==> config.mk <==
export PLATFORM = sky130hd
export DESIGN_NAME = pointer_sequencer
export DESIGN_NICKNAME = d
export VERILOG_FILES = /design/src/rtl/pointer_sequencer.sv
export SDC_FILE = /design/constraint.sdc
export NUM_CORES = 1
export LEC_CHECK = 0
export CAP_MARGIN = 20
export CORE_MARGIN = 5
export CORE_UTILIZATION = 30
export DETAILED_ROUTE_END_ITERATION = 10
export HOLD_SLACK_MARGIN = 0.1
export PLACE_DENSITY_LB_ADDON = 0.05
export SKIP_CTS_REPAIR_TIMING = 1
export SYNTH_ARGS = -nofsm -noshare
export SYNTH_HDL_FRONTEND = slang
export SYNTH_SLANG_ARGS = --single-unit
export TNS_END_PERCENT = 50
==> constraint.sdc <==
create_clock -name clk -period 3.4 [get_ports clk]
set_input_delay 0.68 -clock clk [delete_from_list [all_inputs] [get_ports clk]]
set_output_delay 0.68 -clock clk [all_outputs]
set_load 0.005 [all_outputs]
==> src/rtl/pointer_sequencer.sv <==
// Job-level batch controller driving the pointer_array address generator.
// Define PTR_SEQ_PERF_EN to build the stall/busy performance counters.
module pointer_sequencer #(
   parameter int N_UNITS = 4,
   parameter int NOUT_W  = 16
) (
   input  logic                clk,
   input  logic                rst,
   input  logic                job_valid,
   output logic                job_ready,
   input  logic [31:0]         job_base_addr,
   input  logic [7:0]          job_kernel_size,
   input  logic [NOUT_W-1:0]   job_n_outputs,
   input  logic                mac_ready,
   output logic                ptr_load,
   output logic [31:0]         ptr_start_addr,
   output logic [7:0]          ptr_kernel_size,
   output logic [N_UNITS-1:0]  ptr_active_units,
   output logic                ptr_step,
   output logic [NOUT_W-1:0]   batch_idx,
   output logic                batch_last,
   output logic                busy,
   output logic                done,
   output logic [31:0]         perf_stall_cycles,
   output logic [31:0]         perf_busy_cycles
);

   typedef enum logic [1:0] {
      S_IDLE,
      S_LOAD,
      S_RUN,
      S_DONE
   } state_t;

   state_t state_q, state_d;

   logic [31:0]        addr_q;
   logic [7:0]         ksz_q;
   logic [NOUT_W-1:0]  rem_q;
   logic [NOUT_W-1:0]  idx_q;
   logic [7:0]         step_q;
   logic [31:0]        ptr_addr_q;
   logic [7:0]         ptr_ksz_q;
   logic [N_UNITS-1:0] ptr_mask_q;

   logic               accept;
   logic               empty_job;
   logic               rem_small;
   logic               step_last;
   logic [NOUT_W-1:0]  rem_next;
   logic [31:0]        stride;
   logic [31:0]        addr_next;

   function automatic logic [N_UNITS-1:0] unit_mask(
      input logic [NOUT_W-1:0] rem
   );
      logic [N_UNITS-1:0] m;
      m = '0;
      for (int i = 0; i < N_UNITS; i++)
         m[i] = 32'(rem) > 32'(i);
      return m;
   endfunction

   assign accept    = (state_q == S_IDLE) && job_valid;
   assign empty_job = (job_kernel_size == 8'd0) ||
                      (job_n_outputs == '0);
   assign rem_small = 32'(rem_q) <= 32'(N_UNITS);
   assign rem_next  = rem_small ? '0 : rem_q - NOUT_W'(N_UNITS);
   // Kernel size is never zero in RUN, so ksz_q-1 cannot underflow.
   assign step_last = (state_q == S_RUN) && mac_ready &&
                      (step_q == ksz_q - 8'd1);
   assign stride    = 32'(N_UNITS) * {24'd0, ksz_q};
   assign addr_next = addr_q + stride;

   always_ff @(posedge clk) begin
      if (rst)
         state_q <= S_IDLE;
      else
         state_q <= state_d;
   end

   always_comb begin
      state_d   = state_q;
      job_ready = 1'b0;
      ptr_load  = 1'b0;
      ptr_step  = 1'b0;
      busy      = 1'b1;
      done      = 1'b0;
      unique case (state_q)
         S_IDLE: begin
            busy      = 1'b0;
            job_ready = 1'b1;
            if (job_valid)
               state_d = empty_job ? S_DONE : S_LOAD;
         end
         S_LOAD: begin
            ptr_load = 1'b1;
            state_d  = S_RUN;
         end
         S_RUN: begin
            ptr_step = mac_ready;
            if (step_last)
               state_d = (rem_next != '0) ? S_LOAD : S_DONE;
         end
         S_DONE: begin
            done    = 1'b1;
            state_d = S_IDLE;
         end
         default: state_d = S_IDLE;
      endcase
   end

   always_ff @(posedge clk) begin
      if (rst) begin
         addr_q     <= '0;
         ksz_q      <= '0;
         rem_q      <= '0;
         idx_q      <= '0;
         step_q     <= '0;
         ptr_addr_q <= '0;
         ptr_ksz_q  <= '0;
         ptr_mask_q <= '0;
      end else begin
         if (accept) begin
            addr_q <= job_base_addr;
            ksz_q  <= job_kernel_size;
            rem_q  <= job_n_outputs;
            idx_q  <= '0;
            // Pointer outputs only move when a load will follow.
            if (!empty_job) begin
               ptr_addr_q <= job_base_addr;
               ptr_ksz_q  <= job_kernel_size;
               ptr_mask_q <= unit_mask(job_n_outputs);
            end
         end
         if (state_q == S_LOAD)
            step_q <= '0;
         else if (ptr_step)
            step_q <= step_q + 8'd1;
         if (step_last) begin
            rem_q <= rem_next;
            if (rem_next != '0) begin
               addr_q     <= addr_next;
               idx_q      <= idx_q + NOUT_W'(1);
               ptr_addr_q <= addr_next;
               ptr_ksz_q  <= ksz_q;
               ptr_mask_q <= unit_mask(rem_next);
            end
         end
      end
   end

   assign ptr_start_addr   = ptr_addr_q;
   assign ptr_kernel_size  = ptr_ksz_q;
   assign ptr_active_units = ptr_mask_q;
   assign batch_idx        = idx_q;
   assign batch_last       = ((state_q == S_LOAD) ||
                              (state_q == S_RUN)) && rem_small;

`ifdef PTR_SEQ_PERF_EN
   logic [31:0] stall_q;
   logic [31:0] busy_q;

   always_ff @(posedge clk) begin
      if (rst) begin
         stall_q <= '0;
         busy_q  <= '0;
      end else if (accept) begin
         stall_q <= '0;
         busy_q  <= '0;
      end else begin
         if ((state_q == S_RUN) && !mac_ready && (stall_q != '1))
            stall_q <= stall_q + 32'd1;
         if (busy && (busy_q != '1))
            busy_q <= busy_q + 32'd1;
      end
   end

   assign perf_stall_cycles = stall_q;
   assign perf_busy_cycles  = busy_q;
`else
   assign perf_stall_cycles = '0;
   assign perf_busy_cycles  = '0;
`endif

endmodule

==> results of run 1 <==
[logic make-up after synthesis]
family                     after synthesis
xor gates and xnor gates                50
DFF                                    126
adders and majority gates               18
buffers and inverters                  148
muxes                                   32
AOI/OAI and AO/OA                      229
and+or+nand+nor                        363
other                                    1
[worst reg2reg max path: stages, from the launching register on]
cell	delay, ps
dfxtp_1	440
inv_1	140
ha_1	260
nor2b_1	150
or3_1	330
a31oi_1	210
nand4_1	250
nor2_2	390
nand2_2	170
buf_12	200
buf_16	180
o21ai_0	270
a31oi_1	70
[per-layer routing]
metal | vias up | global-route usage (%) | part of all wire [%]
met2 | 170 | 27.52 | 46
met1 | 3338 | 23.21 | 48
met4 | 2 | 4.200 | 0.87
met5 | - | 0 | 0.044
li1 | 3571 | - | -
met3 | 15 | 3.159 | 4.6
[state kept, by name, summed over array words and instances (netlist names)]
name and count:
ptr_active_units 4, step_q 8, ksz_q 8, ptr_kernel_size 8, state_q 2, addr_q 32
ptr_start_addr 32, batch_idx 16, rem_q 16
[synthesized netlist by cell type (3+ instances only)]
| cell | instances |
|---|---|
| clkbuf_1 | 35 |
| nand3_1 | 21 |
| and4_1 | 3 |
| buf_6 | 3 |
| nand2_1 | 145 |
| buf_4 | 70 |
| or3_1 | 13 |
| a211oi_2 | 5 |
| a32oi_1 | 4 |
| nor2_1 | 53 |
| nand4_1 | 10 |
| a21oi_1 | 55 |
| and2_1 | 6 |
| xnor2_1 | 18 |
| xor2_1 | 32 |
| nor3_1 | 16 |
| nor2b_1 | 7 |
| dfxtp_1 | 126 |
| o21ai_0 | 41 |
| a22oi_1 | 5 |
| o31ai_1 | 5 |
| a311oi_1 | 11 |
| buf_2 | 18 |
| a21o_1 | 4 |
| or4_1 | 4 |
| nor4_1 | 26 |
| ha_1 | 17 |
| or2_2 | 3 |
| mux2i_1 | 31 |
| a211oi_1 | 24 |
| o21ai_1 | 18 |
| inv_1 | 21 |
| nand3b_1 | 6 |
| and3_1 | 35 |
| a21boi_0 | 17 |
| a31oi_1 | 23 |
[metrics by stage]
stage,std cells,setup slack [ps],instance area (um^2)
3_5_place_dp,1400,25.87,9150
6_report,1435,232.1,9906
5_1_grt,1435,-0.5191,9906
3_3_place_gp,1400,23.27,9150
2_1_floorplan,1030,472.2,7899
4_1_cts,1432,-139.2,9803
[final timing paths]
check	from	slack [ps]	end	depth (start not counted)
max	ksz_q[1]	230	ptr_start_addr[5]	12
min	batch_idx[15]	470	batch_idx[15]	2
max reg2reg	ksz_q[1]	230	ptr_start_addr[5]	12
min reg2reg	batch_idx[15]	470	batch_idx[15]	2
[power groups by stage]
| stage | Clock (W) | Sequential (W) | Combinational, W |
|---|---|---|---|
| finish | 0.00206 | 0.00195 | 0.00215 |
| global route | 0.00216 | 0.00199 | 0.00240 |
| CTS | 0.00212 | 0.00195 | 0.00213 |
| detailed placement | 0 | 0.00198 | 0.00212 |
| global placement | 0 | 0.00199 | 0.00213 |
| floorplan | 0 | 0.00192 | 0.00137 |
[layout make-up]
type / count / area [um^2] / share of cell area (%)
multi-input cells: 756 / 4551 / 45.94
inverters: 21 / 78.83 / 0.7958
repair buffers: 170 / 1687 / 17.03
clock inverters: 14 / 214.0 / 2.160
clock buffers: 18 / 439.2 / 4.433
flip-flops and latches: 126 / 2524 / 25.48
well taps: 330 / 412.9 / 4.168
==> key figures, run 1 <==
Critical path
  • WP data required: 3710 ps
  • Worst Setup Path Type: reg -> reg
  • WP buf/inv: 3
  • Slowest cell on crit path: dfxtp_1
  • Startpoint Class: flop
  • Setup crit end kind: flop
  • Crit-path max cell delay: 440 ps
  • Worst path cell trace: inv_1 > ha_1 > nor2b_1 > or3_1 > a31oi_1 > nand4_1 > nor2_2 > nand2_2 > buf_12 > buf_16 > o21ai_0 > a31oi_1
  • Most frequent CP cell: a31oi_1
  • Worst Path Arrival: 3480 ps
  • Worst Path Max Fanout: 32
  • Kind of cell adding the most delay to the critical path: simple AND/OR/NAND/NOR gates

Clocking
  • CTS H-tree depth: 4
  • Clock Latency Late Sink: 430 ps
  • Clock root buffer: clkbuf_16
  • CTS tree: built
  • # clock sinks: 126
  • CTS buffer count: 17
  • CTS clk-pin slew, worst paths: 60 ps
  • Clock buffer depth: 2

Timing
  • Minimum clock period: 3168 ps
  • Final Slew Violations: 0
  • Max-slew headroom: 34.95%
  • Final setup vio count: 0
  • Setup TNS: 0 ps
  • Tcrit/Tclk final: 93.17%
  • Hold slack: 474.2 ps
  • Layout Skew: 19.76 ps
  • Worst Max-Slew Pin Slew: 974.8 ps
  • FMAX: 315.7 MHz
  • Final Hold Vio Count: 0

Die
  • Standard-cell rows: 58
  • Die area: 28840 um^2
  • Die height: 169.8 um
  • Width of the die: 169.8 um
  • Initial Utilization: 30.43%
  • Core Footprint: 25180 um^2
  • IO Pins: 190

Yosys
  • Synth Warn #: 0
  • Syn Inst Count: 967
  • Post-synthesis register bit count: 126
  • Synth area leader: dfxtp_1
  • Share of synthesized cell area in and, or, nand and nor gates: 23.27%
  • Syn Std Cell Area: 7662 um^2
  • Avg Inst Size Synth: 7.924 um^2
  • Compound-cell area share of the yosys netlist: 19.55%
  • Top cell type's share of synthesized area: 32.92%
  • Synth Area in XOR/XNOR: 5.715%
  • Area contributors post-synth: dfxtp_1 (33%), nand2_1 (7.1%), buf_4 (6.9%)
  • Post-synth top flop: dfxtp_1
  • Asr flop ratio synth: 0%
  • Post-synth EDFFs: 0
  • Adder-cell share of the synthesized area: 3.037%
  • Mux cell area share after synthesis: 4.197%
  • Yosys cell types: 64
  • Combinational family with the most area after synthesis: simple AND/OR/NAND/NOR gates
  • Register area share after synthesis: 32.92%

GRT
  • GRT overflow: 0
  • First-pass GRT wire length: 39.06 mm
  • Vias in the first global route: 6949
  • Antenna violations before repair: 1
  • GRT Util Overall: 16.91%
  • Largest net degree at the start of global routing: 48

Hold path
  • Hold Crit Class: reg -> reg

Place
  • PortBufs: 125
  • GPL Wtd Cong: 0.7962
  • Placed wire-length estimate: 17.87 mm

Layout
  • # diodes: 0
  • Share of layout cells above drive strength 1: 9.321%
  • Core Util, Final: 39.34%
  • Most frequent cells in the layout: nand2_1 (145), dfxtp_1 (125), clkdlybuf4s50_1 (124)
  • Layout Nets: 1170
  • Fillers: 2613
  • Most common cell after layout, fill and taps aside: nand2_1
  • Area grow syn2layout: 29.28%

Drt
  • Residual DRC count: 0
  • Total Wirelength: 25.10 mm
  • Routed Antenna Nets: 0
  • Initial DRT Pass Iterations: 7
  • Starting DRT DRC Count: 349
  • DR WL/cell: 17.49 um
  • DR vias: 7096
  • Vias per cell: 4.945

Pwr
  • Pwr Density: 622.5 nW/um^2
  • Leak pwr: 3.834 nW
  • Total power: 0.006166 W
  • Peak VDD IR: 0.3088 mV
  • Power Internal: 0.004083 W
  • Seq pwr share: 31.7%
  • Comb pwr share: 34.9%
  • P_sw: 0.002083 W
  • Clock power share: 33.4%
  • Switch share: 33.78%

Status
  • Status: finished clean

Run
  • Max cap viols: 0
Power figures use the tool's default switching activity.
==> run 2: changes to the inputs <==
--- a/config.mk
+++ b/config.mk
@@ -9,9 +9,11 @@
 export CORE_MARGIN = 5
 export CORE_UTILIZATION = 30
 export DETAILED_ROUTE_END_ITERATION = 10
+export GPL_TIMING_DRIVEN = 0
 export HOLD_SLACK_MARGIN = 0.1
 export PLACE_DENSITY_LB_ADDON = 0.05
 export SKIP_CTS_REPAIR_TIMING = 1
+export SLEW_MARGIN = 15
 export SYNTH_ARGS = -nofsm -noshare
 export SYNTH_HDL_FRONTEND = slang
 export SYNTH_SLANG_ARGS = --single-unit
==> key figures, run 2 (synthesized netlist as in run 1, its figures left out) <==
Die
  • Standard-cell rows: 58 (unchanged)
  • Core Footprint: 25180 um^2 (unchanged)
  • Die area: 28840 um^2 (unchanged)
  • IO Pins: 190 (unchanged)
  • Die height: 169.8 um (unchanged)
  • Width of the die: 169.8 um (unchanged)
  • Initial Utilization: 30.43% (unchanged)

Clocking
  • CTS tree: built
  • CTS buffer count: 17 (unchanged)
  • CTS H-tree depth: 4 (unchanged)
  • Clock Latency Late Sink: 430 ps (about the same)
  • CTS clk-pin slew, worst paths: 60 ps (about the same)
  • Clock root buffer: clkbuf_16
  • # clock sinks: 126 (unchanged)
  • Clock buffer depth: 2 (unchanged)

Drt
  • DR vias: 7539 (+6.2%)
  • Residual DRC count: 0 (unchanged)
  • Starting DRT DRC Count: 458 (+31%)
  • Initial DRT Pass Iterations: 5 (-2)
  • Total Wirelength: 27.48 mm (+9.5%)
  • DR WL/cell: 18.02 um (+3.0%)
  • Vias per cell: 4.944 (about the same)
  • Routed Antenna Nets: 0 (unchanged)

Hold path
  • Hold Crit Class: reg -> reg

GRT
  • Vias in the first global route: 7314 (+5.3%)
  • GRT Util Overall: 18.77% (+1.9 points)
  • First-pass GRT wire length: 42.30 mm (+8.3%)
  • GRT overflow: 0 (unchanged)
  • Largest net degree at the start of global routing: 17 (-65%)
  • Antenna violations before repair: 0 (-1)

Status
  • Status: finished clean

Timing
  • Final Slew Violations: 0 (unchanged)
  • FMAX: 309.5 MHz (-2.0%)
  • Final setup vio count: 0 (unchanged)
  • Setup TNS: 0 ps (unchanged)
  • Minimum clock period: 3231 ps (+63.60 ps)
  • Tcrit/Tclk final: 95.04% (+1.9 points)
  • Worst Max-Slew Pin Slew: 866.9 ps (-107.8 ps)
  • Layout Skew: 7.773 ps (-11.99 ps)
  • Max-slew headroom: 42.20% (+7.3 points)
  • Final Hold Vio Count: 0 (unchanged)
  • Hold slack: 479.4 ps (+5.218 ps)

Layout
  • Layout Nets: 1260 (+7.7%)
  • Core Util, Final: 41.49% (+2.2 points)
  • Fillers: 2583 (-1.1%)
  • Share of layout cells above drive strength 1: 13.97% (+4.7 points)
  • # diodes: 0 (unchanged)
  • Area grow syn2layout: 36.37%
  • Most common cell after layout, fill and taps aside: nand2_1
  • Final instance area: 10450 um^2 (+5.5%)
  • Most frequent cells in the layout: nand2_1 (144), clkdlybuf4s50_1 (124), dfxtp_1 (122)

Pwr
  • Pwr Density: 607.9 nW/um^2 (-2.3%)
  • Total power: 0.006352 W (+3.0%)
  • Leak pwr: 4.166 nW (+8.6%)
  • Peak VDD IR: 0.2475 mV (-20%)

Place
  • GPL Wtd Cong: 0.8242 (+3.5%)
  • Cell Area, Placed: 9559 um^2 (+4.5%)
  • Placed wire-length estimate: 20.61 mm (+15%)
  • PortBufs: 124 (-0.80%)

Critical path
  • Setup crit end kind: flop
  • Worst Setup Path Type: reg -> reg
  • WP data required: 3740 ps (+30 ps)
  • Worst Path Arrival: 3570 ps (+90 ps)
  • Startpoint Class: flop
  • Worst Path Max Fanout: 10 (-69%)

Run
  • Max cap viols: 0 (unchanged)
run 2: changes by cell type in the layout (fill, tap and decap cells not counted), moves of 4 or more:
cell,before,now
buf_2,0,10
buf_12,5,0
clkbuf_2,0,4
buf_6,0,6
buf_4,39,83
clkbuf_1,0,30
clkbuf_8,1,5
run 2: report_power, final:
group | internal (W) | switching (W)
combinational | 0.00106 | 0.00120
clock | 0.00140 | 0.000714
sequential | 0.00172 | 0.000251
total | 0.00418 | 0.00217
run 2: final cells by class:
type / instances / area (um^2) / share of cell area [%]
Inverter: 21 / 78.83 / 0.7544
Buffer: 126 / 828.3 / 7.927
Timing Repair Buffer: 134 / 1316 / 12.60
Sequential cell: 126 / 2527 / 24.19
Multi-Input combinational cell: 756 / 4608 / 44.10
Clock buffer: 23 / 498.0 / 4.766
Clock inverter: 9 / 178.9 / 1.712
Tap cell: 330 / 412.9 / 3.952
run 2: path summary, 6_finish.rpt:
| kind | startpoint | endpoint | cells past startpoint | slack, ps |
|---|---|---|---|---|
| hold / removal | ptr_start_addr[3] | ptr_start_addr[3] | 2 | 480 |
| hold reg to reg | ptr_start_addr[3] | ptr_start_addr[3] | 2 | 480 |
| setup reg to reg | rem_q[2] | ptr_kernel_size[5] | 14 | 170 |
| setup / recovery | rem_q[2] | ptr_kernel_size[5] | 14 | 170 |
run 2: per-layer routing:
layer / part of all wire (%) / up-vias / global-route usage (%)
li1: - / 3737 / -
met1: 47 / 3560 / 26.07
met2: 46 / 221 / 30.30
met3: 5.3 / 21 / 3.345
met4: 1.2 / 0 / 4.655
met5: 0 / - / 0
run 2: through the flow:
stage,setup slack (ps),std cells
finish,168.5,1525
global route,-31.60,1525
CTS,-578.7,1516
detailed placement,-585.9,1484
global placement,-638.3,1484
floorplan,472.2,1030
run 2: critical path, stage by stage (launching register included):
cell and delay, ps:
dfxtp_2 330, inv_1 120, ha_1 160, buf_4 160, or3b_4 430, nor3_4 230, nand3b_1 140, a2111oi_4 430
nand3_2 230, buf_8 200, nand2_4 110, buf_6 160, buf_6 160, nor2_1 60, a211oi_2 190
==> run 3: changes to the inputs <==
--- a/config.mk
+++ b/config.mk
@@ -9,7 +9,6 @@
 export CORE_MARGIN = 5
 export CORE_UTILIZATION = 30
 export DETAILED_ROUTE_END_ITERATION = 10
-export GPL_TIMING_DRIVEN = 0
 export HOLD_SLACK_MARGIN = 0.1
 export PLACE_DENSITY_LB_ADDON = 0.05
 export SKIP_CTS_REPAIR_TIMING = 1
==> results of run 3 <==
Same layout as run 1: the final DEF is identical, and so are final timing and power.
